[config.mk]
export PLATFORM = sky130hd
export DESIGN_NAME = uart_tx_fifo
export DESIGN_NICKNAME = d
export VERILOG_FILES = /design/src/rtl/uart_tx_fifo.sv
export SDC_FILE = /design/constraint.sdc
export NUM_CORES = 1
export LEC_CHECK = 0
export CAP_MARGIN = 5
export CORE_AREA = 2 2 94 96
export DETAILED_ROUTE_END_ITERATION = 10
export DIE_AREA = 0 0 96 98
export GPL_ROUTABILITY_DRIVEN = 0
export PLACE_DENSITY = 0.64
export SKIP_LAST_GASP = 1
export SLEW_MARGIN = 20
export SYNTH_ARGS = -nofsm -noshare
export SYNTH_HDL_FRONTEND = slang
export SYNTH_SLANG_ARGS = --single-unit
[constraint.sdc]
create_clock -name clk -period 2.8 [get_ports clk]
set_input_delay 0.56 -clock clk [delete_from_list [all_inputs] [get_ports clk]]
set_output_delay 0.56 -clock clk [all_outputs]
set_load 0.1 [all_outputs]
[src/rtl/uart_tx_fifo.sv]
// Byte FIFO in front of a uart_tx: launches one byte at a time with a
// single-cycle tx_en pulse, then waits for the transmitter to go idle.
module uart_tx_fifo #(
  parameter int DEPTH = 8,
  parameter int CW    = $clog2(DEPTH) + 1
) (
  input  logic          clk,
  input  logic          rst_n,
  input  logic          wr_en,
  input  logic [7:0]    wr_data,
  input  logic          flush,
  input  logic          ovf_clr,
  input  logic          tx_busy,
  output logic          tx_en,
  output logic [7:0]    tx_data,
  output logic          full,
  output logic          empty,
  output logic [CW-1:0] count,
  output logic          overflow
);
  localparam int AW = $clog2(DEPTH);

  localparam logic [1:0] IDLE = 2'd0;
  localparam logic [1:0] ARM  = 2'd1;
  localparam logic [1:0] WAIT = 2'd2;

  logic [7:0]    mem [DEPTH];
  logic [AW-1:0] head_reg;
  logic [AW-1:0] tail_reg;
  logic [CW-1:0] count_reg;
  logic [CW-1:0] count_next;
  logic [1:0]    state_reg;
  logic [1:0]    state_next;
  logic [7:0]    last_reg;
  logic          ovf_reg;
  logic          push;
  logic          pop;

  assign full     = (count_reg == CW'(DEPTH));
  assign empty    = (count_reg == '0);
  assign count    = count_reg;
  assign overflow = ovf_reg;

  // Full/empty come from start-of-cycle state, so a pop never frees a slot
  // for a write in the same cycle; flush suppresses both push and launch.
  assign push = wr_en & ~full & ~flush;
  assign pop  = (state_reg == IDLE) & ~empty & ~tx_busy & ~flush;

  // The head byte is shown directly during the launch cycle so that a write
  // into an empty FIFO starts transmitting on the very next cycle.
  assign tx_en   = pop;
  assign tx_data = pop ? mem[head_reg] : last_reg;

  always_comb begin
    count_next = count_reg;
    if (flush) begin
      count_next = '0;
    end else if (push && !pop) begin
      count_next = count_reg + CW'(1);
    end else if (pop && !push) begin
      count_next = count_reg - CW'(1);
    end
  end

  // ARM covers the cycle before uart_tx can raise busy after tx_en.
  always_comb begin
    state_next = state_reg;
    case (state_reg)
      IDLE:    if (pop) state_next = ARM;
      ARM:     state_next = WAIT;
      WAIT:    if (!tx_busy) state_next = IDLE;
      default: state_next = IDLE;
    endcase
  end

  always_ff @(posedge clk or negedge rst_n) begin
    if (!rst_n) begin
      state_reg <= IDLE;
      head_reg  <= '0;
      tail_reg  <= '0;
      count_reg <= '0;
      last_reg  <= 8'h00;
      ovf_reg   <= 1'b0;
    end else begin
      state_reg <= state_next;
      count_reg <= count_next;
      if (flush) begin
        head_reg <= '0;
        tail_reg <= '0;
      end else begin
        if (push) tail_reg <= tail_reg + AW'(1);
        if (pop)  head_reg <= head_reg + AW'(1);
      end
      if (pop) last_reg <= mem[head_reg];
      if (wr_en && full && !flush) begin
        ovf_reg <= 1'b1;
      end else if (ovf_clr) begin
        ovf_reg <= 1'b0;
      end
    end
  end

  // Storage is never reset; entries are only read while the FIFO is non-empty.
  always_ff @(posedge clk) begin
    if (push) mem[tail_reg] <= wr_data;
  end

endmodule

# Word-level counts from Yosys, hierarchy flattened
# Memory sizes are Yosys's and may differ from the RTL's.
# Index checks and enable logic that the tools add are counted.
[word_totals] register_bits=21 latchBits=0 mem_bits_rw=64 rom_bits=0 input_bits=14 output_inout_bits=16 word_cells=54 memories=1
[memory_table] memory="mem" words=8 word_bits=8 read_ports=1 rd_clocked_by_memory_dff=0 write_ports=1 line="27" source="logic [7:0] mem [DEPTH];"
[classes] addsub=4 multipliers=0 n_div=0 order_cmp=0 eq_ne=5 shifts=0 n_mux=15 bitwise=9 reduce_logical=14
[op_table] operator="3-bit two-way mux" count=4
[op_table] operator="4-bit two-way mux" count=3
[op_table] operator="8-bit two-way mux" count=1
[op_table] operator="3-bit by 1-bit adder with 3-bit output (second input constant)" count=2
[op_table] operator="2-bit one-hot mux with 3 select lines" count=1
[op_table] operator="2-bit nonzero test" count=3
[op_table] operator="1-bit AND" count=5
[op_table] operator="4-bit by 1-bit adder with 4-bit output (second input constant)" count=1
[op_table] operator="4-bit equality test (second input constant)" count=1
[op_table] operator="1-bit logical AND" count=4
[op_table] operator="4-bit logical NOT" count=1
[op_table] operator="1-bit two-way mux" count=4
[op_table] operator="2-bit two-way mux" count=2
[op_table] operator="2-bit != test (second input constant)" count=2
[op_table] operator="1-bit NOT" count=4
[op_table] operator="4-bit by 1-bit subtractor with 4-bit output (second input constant)" count=1
[op_table] operator="1-bit logical NOT" count=3
[op_table] operator="3-bit nonzero test" count=1
[op_table] operator="2-bit by 1-bit equality test with 1-bit output (second input constant)" count=1
[op_table] operator="2-bit equality test (second input constant)" count=1
[op_table] operator="2-bit logical NOT" count=1
[op_table] operator="2-bit AND reduction" count=1

# Depth between registers and ports, before layout
# Gate-level depths: netlist of the first run.
[depth] ltp_word=9 depth_mapped=10 mapped_depth_nobuf=9

# Worst setup path before layout of the first run
# Ideal clock, no wire load.
[synth_path] path_kind="register -> output" from="reg count_reg[0], in the netlist count[0]" to="out tx_data[0]" arrival_ns=3.167 t_required_ns=2.240 setup_slack_ns=-0.927 path_stages_with_launch=6 n_path_buf=1 path_cell_list="dfrtp_1 or4_1 buf_6 nand2_1 nor2_2 mux2_2"
[synth_between] elab_chain_cells=6
[synth_rtl] item="from (decl)" line="30" source="logic [CW-1:0] count_reg;"
[synth_rtl] item="from (signal assigned)" line="86" source="count_reg <= count_next;"
[synth_rtl] item="4-bit logical NOT" line="40" source="assign empty = (count_reg == '0);"
[synth_rtl] item="1-bit NOT" line="47" source="assign pop = (state_reg == IDLE) & ~empty & ~tx_busy & ~flush;"
[synth_rtl] item="1-bit AND (3 in a row)" line="47"
[synth_rtl] item="via tx_en" line="14" source="output logic tx_en,"
[synth_rtl] item="8-bit two-way mux"
[synth_rtl] item="to (decl)" line="15" source="output logic [7:0] tx_data,"
# The timed path passes the listed nets, and every way through them passes these cells.

# Final worst setup path of the first run
[layout_path] from="reg count_reg[2], in the netlist count[2]" to="out tx_data[3]"
[layout_between] elab_chain_cells=6
[layout_rtl] item="4-bit logical NOT" line="40"
[layout_rtl] item="1-bit NOT" line="47"
[layout_rtl] item="1-bit AND (3 in a row)" line="47"
[layout_rtl] item="8-bit two-way mux"
# No other way between the ends.

==> results.cfg, run 1 <==
[floorplan]
die_height_microns = 98
io_pins = 30
die_w_microns = 96
core-area_sq_mm = 0.008466
num_rows = 34
dieArea_sq_mm = 0.009408
initial_utilization_pct = 41.53

[cts]
postCtsHoldBufs = 0
cts_sinks = 85
htreeDepth = 3
clock_latency_ns = 0.35
numCtsBuffers = 9
cts_tree = built
clk_pin_slew_ns = 0.08
clockBufferDepth = 2
cts_root_buffer = clkbuf_8

[sta]
fin_skew_ns = 0.01422
rsz0062_at_grt = yes
finalWorstSetupSlack_ns = 0.04264
final.setup.tns_ns = 0
min_period_ns = 2.757
drv_slew = 0
setup_viol = 0
worst_hold_slack_ns = 0.5173
worst_pin_slew_ns = 0.7897
hold_viol_final = 0
slew_headroom_pct = 47.19
finalCritPeriodShare_pct = 98.48
fmax_mhz = 362.7

[worst_hold_path]
hp-class = reg -> reg
worst_hold_path.num_cells = 1
holdCritStartpoint = last_reg[4]
hold_path_end = last_reg[4]

[drt]
drtAntennaViolNets = 0
post_drt_via_cell_ratio = 5.112
vias = 1871
avgRoutedWirePerCell_microns = 18.26
dr.first_iter.drc_count = 148
drt_pass1_iterations = 4
wl_microns = 6683
drc = 0

[worst_setup_path]
rr_endpoint = count[3]
endpoint_kind = output pin
critPathLaunchType = register
r2r_cells = 9
required_ns = 2.24
cp_max_fo = 9
arrival_ns = 2.20
worst-setup-path-type = reg -> out
timing.rr.start = count[2]
r2r_slack_ns = 0.15

[final_layout]
antenna_cells = 0
layout-drive-gt1-share_pct = 38.76
area_delta_synth_final_pct = 28.01
nets = 273
stdcell_area_sq_mm = 0.004501
largest_reg_flops = 64

[global_route]
gr-max-usage-layer = met2
grt_pass1_wl_microns = 10280
use_met1_pct = 22.15
met3_usage_pct = 3.318
grtUsageTotal_pct = 15.27
grt_pass1_vias = 1880
antenna_found_initial = 0
grt_max_degree = 19
grtUsageMet2_pct = 22.76
gr-total-overflow = 0

[synth]
yosysSeqAreaShare_pct = 69.61
syn_area_per_cell_sq_um = 17.67
netlist_area_sq_mm = 0.003516
synthArstFlopShare_pct = 24.71
ys_seq_elements = 85
synth_cell_types = 31
syn_inst = 199
yosysWarningCount = 0
synth_ff_type = edfxtp_1
syn_nets = 218
synth_edf_count = 64

[power]
p_comb_share_pct = 49.7
clockPowerShare_pct = 18.3
powerDensity_mw_per_mm2 = 1121
seqPwrFrac_pct = 32.0
switching_share_pct = 39.61
peakVddDrop_uv = 740.6
p_int_uw = 3047
p_leak_uw = 0.001626
switchingPower_uw = 1999

[run_status]
outcome = completed

[job]
maxCapViolCount = 0

[placement]
post-place-ws_ns = 0.05491
portBuffers = 29
dpl.hpwl_microns = 4217
place_area_sq_mm = 0.004229
-- layout by cell type (no fill, tap or decap), types with 2 or more instances in the layout --
cell type        netlist  routed
bufinv_16              0       2
clkbuf_8               0       9
nor2_1                13      13
nor3_1                 6       6
nand2b_1               3       3
ha_1                   4       4
mux2_4                 0       8
or3_1                  2       2
o21a_1                 2       2
buf_4                  0      24
a21oi_1                4       3
edfxtp_1              64      64
mux2_2                16       8
inv_1                  6       6
o21ai_0                3       3
dfrtp_1               21      16
buf_12                 0      14
nand3_1                6       6
a211oi_2               2       2
dfrtp_4                0       4
clkdlybuf4s50_1        0      13
clkinv_4               2       3
xor2_1                 4       4
mux4_2                17      17
nand2_1                7       6
-- stage by stage --
stage          power [uW]  util, %  std cells
4_1_cts              5023    52.68        363
6_report             5045    53.16        366
3_3_place_gp         4055    49.96        347
2_1_floorplan        3344        -        199
3_5_place_dp         4066    49.96        347
5_1_grt              5260    53.16        366
-- area by class of cell --
| cell class | count | area [sq um] |
|---|---|---|
| timing repair buffer | 52 | 615.6 |
| clock buffer | 10 | 127.6 |
| multi-input combinational | 98 | 1025 |
| clock inverter | 5 | 86.33 |
| sequential | 85 | 2464 |
| inverter | 8 | 47.55 |
| fill | 665 | 3965 |
| tap | 108 | 135.1 |
-- cell families after synthesis --
logic type | share of synthesized area [%]
DFF | 69.61
and+or+nand+nor | 5.944
muxes | 16.01
buffers and inverters | 2.669
AOI/OAI and AO/OA | 2.527
xor gates and xnor gates | 1.245
adders and majority gates | 1.993
-- worst max path at each step --
stage / startpoint / to / cells after the start
2_1_floorplan: count[2] / count[3] / 10
3_3_place_gp: tx_busy / tx_data[0] / 7
3_5_place_dp: tx_busy / tx_data[7] / 7
4_1_cts: count[1] / tx_data[7] / 6
5_1_grt: head_reg[0] / tx_data[2] / 5
6_report: count[2] / tx_data[3] / 6
-- timing repair --
item / in CTS / in global routing
setup buffers: 1 / 3
gates resized for setup: 2 / 1
hold endpoints to repair: 0 / 0
pin swaps: 0 / 2
gates cloned: 0 / 1
endpoints found under the setup margin: 8 / 8
-- Yosys cell counts (all sizes together), types with 2 or more instances --
cell type / n / share of area (%)
nor3: 7 / 1.1
o21a: 2 / 0.43
ha: 4 / 1.4
or3: 2 / 0.36
mux2: 16 / 5.1
a211oi: 2 / 0.71
clkbuf: 3 / 0.32
clkinv: 2 / 0.50
nand2: 7 / 0.75
inv: 6 / 0.64
o21ai: 3 / 0.43
xor2: 4 / 1.0
dfrtp: 21 / 15
mux4: 17 / 11
buf: 5 / 1.2
nand2b: 3 / 0.53
edfxtp: 64 / 55
nor2: 14 / 1.6
a21oi: 4 / 0.57
nand3: 6 / 0.85
-- power groups by stage --
| stage | combinational [uW] | clock (uW) | sequential, uW |
|---|---|---|---|
| floorplan | 1550 | 0 | 1790 |
| global route | 2640 | 990 | 1630 |
| finish | 2510 | 924 | 1610 |
| detailed placement | 2440 | 0 | 1630 |
| CTS | 2470 | 943 | 1610 |
| global placement | 2430 | 0 | 1630 |
-- routing by layer --
metal,wire [microns],vias to the layer above
li1,-,872
met1,3110,954
met2,3229,35
met3,251,10
met4,91,0
met5,0,-
-- worst max-delay path, stage by stage, from the launching register on --
cell and delay (ns):
dfrtp_4 0.51, or4_4 0.57, nand2_4 0.09, nor2_4 0.04
buf_12 0.15, mux2_4 0.32, buf_12 0.17
Power figures use the tool's default switching activity.
==> run 2, diff against run 1 <==
Settings changed: SKIP_CTS_REPAIR_TIMING set to 1.
==> results.cfg, run 2 (same netlist as run 1, synthesis figures left out) <==
[worst_setup_path]
worst-setup-path-type = reg -> out
cp_max_fo = 9
arrival_ns = 2.21
endpoint_kind = output pin
critPathLaunchType = register
required_ns = 2.24

[sta]
min_period_ns = 2.770
slew_headroom_pct = 46.99
worst_pin_slew_ns = 0.7926
fmax_mhz = 361.0
fin_skew_ns = 0.01415
drv_slew = 0
setup_viol = 0
finalCritPeriodShare_pct = 98.94
hold_viol_final = 0
rsz0062_at_grt = yes

[floorplan]
dieArea_sq_mm = 0.009408
num_rows = 34
die_height_microns = 98
io_pins = 30
core-area_sq_mm = 0.008466
die_w_microns = 96
initial_utilization_pct = 41.53

[final_layout]
largest_reg_flops = 64
stdcell_area_sq_mm = 0.004542
final_common_cell = edfxtp_1
layout_common_cells = 64 x edfxtp_1, 29 x buf_4, 17 x mux4_2
fin_cells = 371
layout-drive-gt1-share_pct = 40.30
fill_cells = 659
area_delta_synth_final_pct = 29.18
antenna_cells = 0
nets = 278

[global_route]
grt_pass1_vias = 1875
grt_max_degree = 19
antenna_found_initial = 0
gr-total-overflow = 0
grtUsageTotal_pct = 15.20
grt_pass1_wl_microns = 10230

[cts]
cts_tree = built
htreeDepth = 3
clockBufferDepth = 2
numCtsBuffers = 9
cts_root_buffer = clkbuf_8
cts_sinks = 85
clk_pin_slew_ns = 0.08
clock_latency_ns = 0.35

[power]
peakVddDrop_uv = 741.2
fin_total_pwr_uw = 5112
p_leak_uw = 0.001652
powerDensity_mw_per_mm2 = 1126

[placement]
dpl.cell_count = 347
dpl.hpwl_microns = 4217
place_area_sq_mm = 0.004229
portBuffers = 29

[drt]
dr.first_iter.drc_count = 117
wl_microns = 6755
drc = 0
drt_pass1_iterations = 4
drtAntennaViolNets = 0
avgRoutedWirePerCell_microns = 18.21
vias = 1905
post_drt_via_cell_ratio = 5.135

[job]
maxCapViolCount = 0

[worst_hold_path]
hp-class = reg -> reg

[run_status]
outcome = completed
## run 2: cell types whose count changed in the layout (fill, tap and decap cells not counted), sizes merged
cell	delta
buf	+5
## run 2: layer usage
| layer | vias up | global-route usage [%] | routed length [microns] |
|---|---|---|---|
| met2 | 30 | 22.65 | 3289 |
| li1 | 882 | - | - |
| met1 | 983 | 22.04 | 3124 |
| met5 | - | 0 | 0 |
| met4 | 0 | 5.604 | 91 |
| met3 | 10 | 3.318 | 249 |
## run 2: cell type report
cell class | count | area [sq um] | share of cell area (%)
tap | 108 | 135.1 | 2.975
timing repair buffer | 57 | 653.1 | 14.38
multi-input combinational | 98 | 1028 | 22.64
sequential | 85 | 2464 | 54.24
inverter | 8 | 47.55 | 1.047
clock buffer | 10 | 127.6 | 2.810
clock inverter | 5 | 86.33 | 1.901
## run 2: path summary, 6_finish.rpt
check	from	to	slack, ns	cells after the start
max	count[1]	tx_data[0]	0.03	6
min	last_reg[2]	last_reg[2]	0.52	1
max reg2reg	count[1]	count[3]	0.18	10
min reg2reg	last_reg[2]	last_reg[2]	0.52	1
max in group asynchronous	rst_n	tail_reg[2]	1.52	2
min in group asynchronous	rst_n	last_reg[6]	0.67	1
## run 2: per-stage QoR
step           util [%]  TNS (ns)  hold WS [ns]  setup WS (ns)
2_1_floorplan         -         0        0.2644       0.001732
3_3_place_gp      49.96         0        0.5019        0.05025
3_5_place_dp      49.96         0        0.5036        0.05491
4_1_cts           52.48   -0.6835        0.5219       -0.09303
5_1_grt           53.65   -0.2120        0.5367       -0.03368
6_report          53.65         0        0.5213        0.02957
## run 2: power breakdown
part           total (uW)  switching, uW  internal, uW
logic                2570           1490          1080
clock network         929            424           504
registers            1610           99.8          1510
## run 2: worst max-delay path, cell delays in order (launching register included)
cell and delay, ns:
dfrtp_4 0.50, or4_4 0.57, nand2_4 0.11, nor2_4 0.04
buf_12 0.15, mux2_4 0.32, buf_12 0.17
